===== config.mk =====
export PLATFORM = sky130hd
export DESIGN_NAME = arbitro_somador
export DESIGN_NICKNAME = d
export VERILOG_FILES = /design/src/rtl/arbitro_somador_pkg.sv /design/src/rtl/arbitro_somador_somador.sv /design/src/rtl/arbitro_somador.sv
export SDC_FILE = /design/constraint.sdc
export NUM_CORES = 1
export LEC_CHECK = 0
export CAP_MARGIN = 10
export CORE_ASPECT_RATIO = 1.25
export CORE_MARGIN = 5
export CORE_UTILIZATION = 44
export DETAILED_ROUTE_END_ITERATION = 12
export GPL_ROUTABILITY_DRIVEN = 0
export PLACE_DENSITY_LB_ADDON = 0.2
export SLEW_MARGIN = 40
export SYNTH_ARGS = -nofsm -noshare
export SYNTH_HDL_FRONTEND = slang
export SYNTH_SLANG_ARGS = --single-unit

===== constraint.sdc =====
create_clock -name clk -period 2.42 [get_ports clk]
set_input_delay 0.363 -clock clk [delete_from_list [all_inputs] [get_ports clk]]
set_output_delay 0.363 -clock clk [all_outputs]
set_load 0.005 [all_outputs]

===== src/rtl/arbitro_somador_pkg.sv =====
// Shared constants for the round-robin adder arbiter: FSM encodings and the
// width of the completed-operation counter.
package arbitro_somador_pkg;

    localparam logic [1:0] IDLE = 2'd0;
    localparam logic [1:0] CALC = 2'd1;
    localparam logic [1:0] RESP = 2'd2;

    localparam int OPS_W = 8;

endpackage


===== src/rtl/arbitro_somador_somador.sv =====
// Shared combinational adder; the carry out is discarded so the sum wraps.
module somador #(
    parameter int WIDTH = 4
) (
    input  logic [WIDTH-1:0] a,
    input  logic [WIDTH-1:0] b,
    output logic [WIDTH-1:0] soma
);

    assign soma = a + b;

endmodule


===== src/rtl/arbitro_somador.sv =====
// Round-robin arbiter that time-shares one somador between NREQ requesters
// and returns each sum, tagged with the owner id, on one response channel.
module arbitro_somador
    import arbitro_somador_pkg::*;
#(
    parameter int NREQ  = 4,
    parameter int WIDTH = 4,
    parameter int IDW   = 2
) (
    input  logic                  clk,
    input  logic                  rst,
    input  logic [NREQ-1:0]       req_valid,
    output logic [NREQ-1:0]       req_ready,
    input  logic [NREQ*WIDTH-1:0] req_a,
    input  logic [NREQ*WIDTH-1:0] req_b,
    output logic                  resp_valid,
    input  logic                  resp_ready,
    output logic [IDW-1:0]        resp_id,
    output logic [WIDTH-1:0]      resp_soma,
    output logic [OPS_W-1:0]      ops_count
);

    logic [1:0]       state;
    logic [IDW-1:0]   rr_ptr;
    logic [IDW-1:0]   op_id;
    logic [WIDTH-1:0] op_a;
    logic [WIDTH-1:0] op_b;
    logic [WIDTH-1:0] soma;
    logic [IDW-1:0]   grant_idx;
    logic [IDW-1:0]   cand;
    logic             grant_found;

    function automatic logic [IDW-1:0] next_id(input logic [IDW-1:0] id);
        if (int'(id) >= NREQ - 1)
            return '0;
        return id + 1'b1;
    endfunction

    // Scan from the far end back to rr_ptr so the closest valid requester wins.
    always_comb begin
        grant_found = 1'b0;
        grant_idx   = '0;
        cand        = '0;
        for (int k = NREQ - 1; k >= 0; k--) begin
            cand = IDW'((int'(rr_ptr) + k) % NREQ);
            if (req_valid[cand]) begin
                grant_found = 1'b1;
                grant_idx   = cand;
            end
        end
    end

    always_comb begin
        req_ready = '0;
        if (!rst && state == IDLE && grant_found)
            req_ready[grant_idx] = 1'b1;
    end

    somador #(
        .WIDTH(WIDTH)
    ) u_somador (
        .a   (op_a),
        .b   (op_b),
        .soma(soma)
    );

    always_ff @(posedge clk or posedge rst) begin
        if (rst) begin
            state      <= IDLE;
            rr_ptr     <= '0;
            op_a       <= '0;
            op_b       <= '0;
            op_id      <= '0;
            resp_valid <= 1'b0;
            resp_id    <= '0;
            resp_soma  <= '0;
            ops_count  <= '0;
        end else begin
            case (state)
                // accept: capture the granted requester's operands
                IDLE: begin
                    if (grant_found) begin
                        op_a  <= req_a[int'(grant_idx)*WIDTH +: WIDTH];
                        op_b  <= req_b[int'(grant_idx)*WIDTH +: WIDTH];
                        op_id <= grant_idx;
                        state <= CALC;
                    end
                end
                // adder settles on op_a/op_b; register its result
                CALC: begin
                    resp_soma  <= soma;
                    resp_id    <= op_id;
                    resp_valid <= 1'b1;
                    state      <= RESP;
                end
                // hold the response until the consumer takes it
                RESP: begin
                    if (resp_ready) begin
                        resp_valid <= 1'b0;
                        ops_count  <= ops_count + 1'b1;
                        rr_ptr     <= next_id(op_id);
                        state      <= IDLE;
                    end
                end
                default: state <= IDLE;
            endcase
        end
    end

endmodule


# ---- Yosys cells after proc, flatten, opt, wreduce, memory -nomap -nowiden
# Cells that the tools add are included.
dict set report word_totals {
  regBits 29
  inputBits 39
  output_inout_bits 19
  word_cells 67
}
dict set report classes {
  add_sub_neg 6
  order_cmp 7
  n_eq_ne 4
  shifts 2
  muxes 29
  n_reduce_logical 10
}
# op count
set ops {}
lappend ops {{16-bit by 5-bit indexed part select with 4-bit output} 2}
lappend ops {{2-bit 2-to-1 mux} 8}
lappend ops {{2-bit by 3-bit < comparator with 1-bit output (second input constant)} 5}
lappend ops {{1-bit 2-to-1 mux} 13}
lappend ops {{8-bit by 1-bit adder with 8-bit output (second input constant)} 1}
lappend ops {{1-bit binary-select mux with 2-bit select} 4}
lappend ops {{2-bit AND reduction} 4}
lappend ops {{2-bit case mux with 3 select lines} 1}
lappend ops {{2-bit by 1-bit adder with 2-bit output (second input constant)} 2}
lappend ops {{2-bit adder (second input constant)} 2}
lappend ops {{4-bit adder} 1}
lappend ops {{4-bit 2-to-1 mux} 1}
lappend ops {{2-bit inequality test (second input constant)} 2}
lappend ops {{1-bit logical AND} 3}
lappend ops {{1-bit demux with 2-bit select} 1}
lappend ops {{2-bit by 1-bit == test with 1-bit output (second input constant)} 1}
lappend ops {{2-bit == test (second input constant)} 1}
lappend ops {{2-bit by 1-bit >= comparator with 1-bit output (second input constant)} 1}
lappend ops {{2-bit >= comparator (second input constant)} 1}
lappend ops {{2-bit zero test} 1}
lappend ops {{1-bit case mux with 2 select lines} 1}
lappend ops {{2-bit nonzero test} 1}
lappend ops {{1-bit zero test} 1}

# ---- Longest topological paths before layout
dict set report logic_depth {
  depth_word 12
  mapped_depth 5
  mapped_depth_nobuf 5
}

# ---- Modules after synthesis
# Synthesis repeated with hierarchy kept, for this count alone.
dict set report unflattened {
  cells_unflattened 141
  hier_area_um2 1612.8
}
# mod instances cells_each area_each_um2 seq_area_each_um2
set by_module_without_submodules {}
lappend by_module_without_submodules {arbitro_somador 1 132 1512.7 725.7}
lappend by_module_without_submodules {somador 1 9 100.1 0.0}

# ---- Worst setup path before layout
# Ideal clock, no wire load.
dict set report synth_path {
  path_kind {reg2out}
  from {register state[0]}
  to {output req_ready[2]}
  arrival_ps 1490
  required_ps 2057
  slack_ps 567
  stages_incl_launch_ff 5
  n_path_buf 1
  cell_sequence {dfrtp_1 > or3_4 > or3_4 > buf_6 > nor3b_2}
}
dict set report synth_via {
  elab_chain_cells 4
}
# element line
set synth_lines {}
lappend synth_lines {{start: declaration} arbitro_somador.sv:23} ;# logic [1:0] state;
lappend synth_lines {{start signal: assignment} arbitro_somador.sv:69} ;# state <= IDLE;
lappend synth_lines {{start signal: assignment} arbitro_somador.sv:86} ;# state <= CALC;
lappend synth_lines {{start signal: assignment} arbitro_somador.sv:94} ;# state <= RESP;
lappend synth_lines {{2-bit zero test} arbitro_somador.sv:55} ;# if (!rst && state == IDLE && grant_found)
lappend synth_lines {{1-bit logical AND (2 in a row)} arbitro_somador.sv:55}
lappend synth_lines {{4-bit 2-to-1 mux} arbitro_somador.sv:55}
lappend synth_lines {{end: declaration} arbitro_somador.sv:13} ;# output logic [NREQ-1:0] req_ready,
# No other way between the ends.

# ---- Worst setup path after layout
dict set report layout_path {
  from {input req_valid[0]}
  to {output req_ready[1]}
}
dict set report layout_via {
  elab_chain_cells 11
  word_cells_on_any_way 23
  classes_between {order compare (2); mux (19); reduce/logical (2)}
}
# element line
set layout_lines {}
lappend layout_lines {{start: declaration} arbitro_somador.sv:12} ;# input logic [NREQ-1:0] req_valid,
lappend layout_lines {{1-bit binary-select mux with 2-bit select} arbitro_somador.sv:46} ;# if (req_valid[cand]) begin
lappend layout_lines {{1-bit 2-to-1 mux (not written as such)} arbitro_somador.sv:46}
lappend layout_lines {{2-bit 2-to-1 mux (4 in a row)} arbitro_somador.sv:46}
lappend layout_lines {{2-bit by 3-bit < comparator with 1-bit output (not written as such) or 2-bit by 1-bit >= comparator with 1-bit output (tied branches)} arbitro_somador.sv:56} ;# req_ready[grant_idx] = 1'b1;
lappend layout_lines {{1-bit logical AND (not written as such)} arbitro_somador.sv:56}
lappend layout_lines {{1-bit 2-to-1 mux (not written as such)} arbitro_somador.sv:56}
lappend layout_lines {{1-bit demux with 2-bit select} arbitro_somador.sv:56}
lappend layout_lines {{4-bit 2-to-1 mux *} arbitro_somador.sv:55}
# Every way passes the cells marked *; elsewhere a longest branch is shown, timed or not. The select of a mux whose other input is x is not followed.

==> metrics.md <==
| Metric | Value |
|---|---|
| Largest area contributor in the netlist | dfrtp_1 |
| Syn nets | 186 |
| Multi-input logic area | 848 µm² |
| Yosys warning count | 0 |
| Static leakage | 1.05 nW |
| Final non-filler cell total | 249 |
| CP Max Fanout | 12 |
| Die H | 77.7 µm |
| Ant. Diodes | 0 |
| Post-synth top cells | 29 x dfrtp_1, 17 x mux2i_1, 17 x nand2_1 |
| # nets final | 254 |
| H-tree depth | 2 |
| Synth unique cells | 37 |
| Worst-margin pin slew | 0.366 ns |
| GRT Residual Overflow | 0 |
| WP data arrival | 1.99 ns |
| Routed wire length | 3.62 mm |
| Post-synthesis sequential area ratio | 0.450 |
| Dominant synthesized flop cell | dfrtp_1 |
| HP Start | ops_count[7] |
| Largest net degree at the start of global routing | 30 |
| Post-Syn Instances | 141 |
| Crit path kind | in -> out |
| Core Util, Final | 0.674 |
| Max Slew Vio Count | 0 |
| Initial antenna violation count | 0 |
| Register area | 726 µm² |
| Post-synth top area share | 0.450 |
| Fill cells | 292 |
| P&R area growth vs syn | 46.8% |
| Max_slew headroom | 0.756 |
| Synth area leaders | dfrtp_1 45%, mux2i_1 11%, o221ai_2 6.5% |
| Fraction of registers with async set/reset | 1.00 |
| Mapped Area | 1610 µm² |
| Antenna-violating nets left | 0 |
| Final Hold Fails | 0 |
| Crit path from | req_valid[0] |
| Gr usage total | 0.154 |
| Max cap viols | 0 |
| # setup viols final | 0 |
| Number of synthesized register bits | 29 |
| First-pass GRT wire length | 6.22 mm |
| Initial Utilization | 0.459 |
| Worst endpoint required time | 2.06 ns |
| Worst Setup End Kind | output pin |
| Vias | 1333 |
| FMAX | 0.425 GHz |
| Outcome | finished clean |
| Type of the most critical hold path | reg -> reg |
| Clock slew at reported path FFs | 0.06 ns |
| Syn avg cell area | 11.4 µm² |
| DRT Pass-1 Iters | 4 |
| Layout Skew | 0.00517 ns |
| Share of post-route cells with drive strength above 1 | 0.195 |
| Pre-CTS setup slack | -0.343 ns |
| Site Rows | 24 |
| Post-CTS Setup Bufs | 0 |
| Via density | 5.35 |
| Fin crit share | 0.972 |
| Top-count cell post-synth | dfrtp_1 |
| Number of global-route vias before repair | 1474 |
| Core area | 3510 µm² |
| Port bufs | 57 |
| Clock Root Buffer | clkbuf_8 |
| Clock Latency Late Sink | 0.28 ns |
| DRC Markers | 0 |
| Tmin final | 2.35 ns |
| CTS Sinks | 29 |
| Number of synthesized flops with an enable pin | 0 |
| Die X | 64.2 µm |
| Post-DR wirelength/cell | 14.5 µm |
| P per Cell Area | 1050 nW/µm² |
| Peak VDD IR | 0.767 mV |
| PnR worst setup slack | 0.0678 ns |
| Final HPWL DP | 2.91 mm |
| Total die area | 4980 µm² |
| CTS tree | built |
| Reg2reg start | rr_ptr[1] |
| Dpl cells | 241 |
| Max Buffers Root-to-Sink | 2 |
| I/O pins | 58 |
| Crit path launch type | input pin |
| CTS Buf Count | 5 |
| Cts-stage hold buffer count | 0 |
| Overall power | 2.49 mW |
| DR iter-0 viols | 49 |
==> worst paths after layout <==
check | to | slack (ns) | cells after the start
setup / recovery | req_ready[1] | 0.07 | 8
hold / removal | ops_count[7] | 0.47 | 1
setup reg to reg | op_b[3] | 0.58 | 5
hold reg to reg | ops_count[7] | 0.47 | 1
max in group asynchronous | ops_count[6] | 1.51 | 3
min in group asynchronous | op_a[0] | 0.65 | 3
==> report_power, final <==
part           switching, mW  internal [mW]  total [mW]
Combinational          0.537          0.687        1.22
Sequential             0.189          0.700       0.889
Clock                  0.175          0.199       0.374
Total                  0.902           1.59        2.49
==> metrics by stage <==
stage / TNS [ns] / instance area [µm²] / hold WS (ns)
after detailed placement: -1.21 / 2280 / 0.463
after CTS: -0.0316 / 2360 / 0.474
after floorplan: 0 / 1610 / 0.441
final: 0 / 2370 / 0.467
after global placement: -1.01 / 2280 / 0.462
after global routing: -0.0110 / 2370 / 0.482
==> critical path, cell delays in order <==
cell and delay, ns:
clkdlybuf4s50_1 0.49, nor4_1 0.06, or3_4 0.33, buf_4 0.18, inv_1 0.08, o21ai_2 0.08
nor3_2 0.17, clkdlybuf4s15_1 0.23
==> per-layer routing <==
layer | vias to the layer above | track usage | part of all wire
li1 | 639 | - | -
met1 | 636 | 0.164 | 0.38
met2 | 49 | 0.270 | 0.52
met3 | 9 | 0.0520 | 0.074
met4 | 0 | 0.0692 | 0.025
met5 | - | 0 | 0
==> timing repair <==
action	CTS	global route
gates cloned	0	0
pin swaps	0	2
setup endpoints to repair	4	4
hold endpoints to repair	0	0
resized for setup	7	7
==> area by class of cell <==
type,count,share of cell area
clock buffers,6,0.0307
clock inverters,2,0.00423
inverters,7,0.0111
multi-input cells,99,0.358
flip-flops and latches,29,0.307
well taps,39,0.0206
repair buffers,67,0.268
==> placed cells by master, fill, tap and decap left out, drive strengths merged, types with 4 or more instances in the layout <==
cell type,netlist,final
a21oi,4,4
nand2,17,17
clkbuf,3,7
inv,7,7
buf,3,11
clkdlybuf4s50,0,53
dfrtp,29,29
ha,5,5
xnor2,8,8
o21ai,6,6
mux2i,17,17
mux2,6,6
o221ai,9,9
==> registers in the layout (all words and copies together), names as in the netlist <==
register,cells
state,2
resp_soma,4
op_id,2
op_b,4
resp_valid,1
rr_ptr,2
resp_id,2
ops_count,8
op_a,4
==> kinds of logic after synthesis <==
kind of cell / Yosys count / synth area share
AOI/OAI and AO/OA: 22 / 0.124
xor gates and xnor gates: 10 / 0.0543
adders and majority gates: 6 / 0.0512
buffers and inverters: 13 / 0.0380
DFF: 29 / 0.450
muxes: 23 / 0.147
and+or+nand+nor: 38 / 0.135
Note: power is estimated with default switching activity, not from simulation.
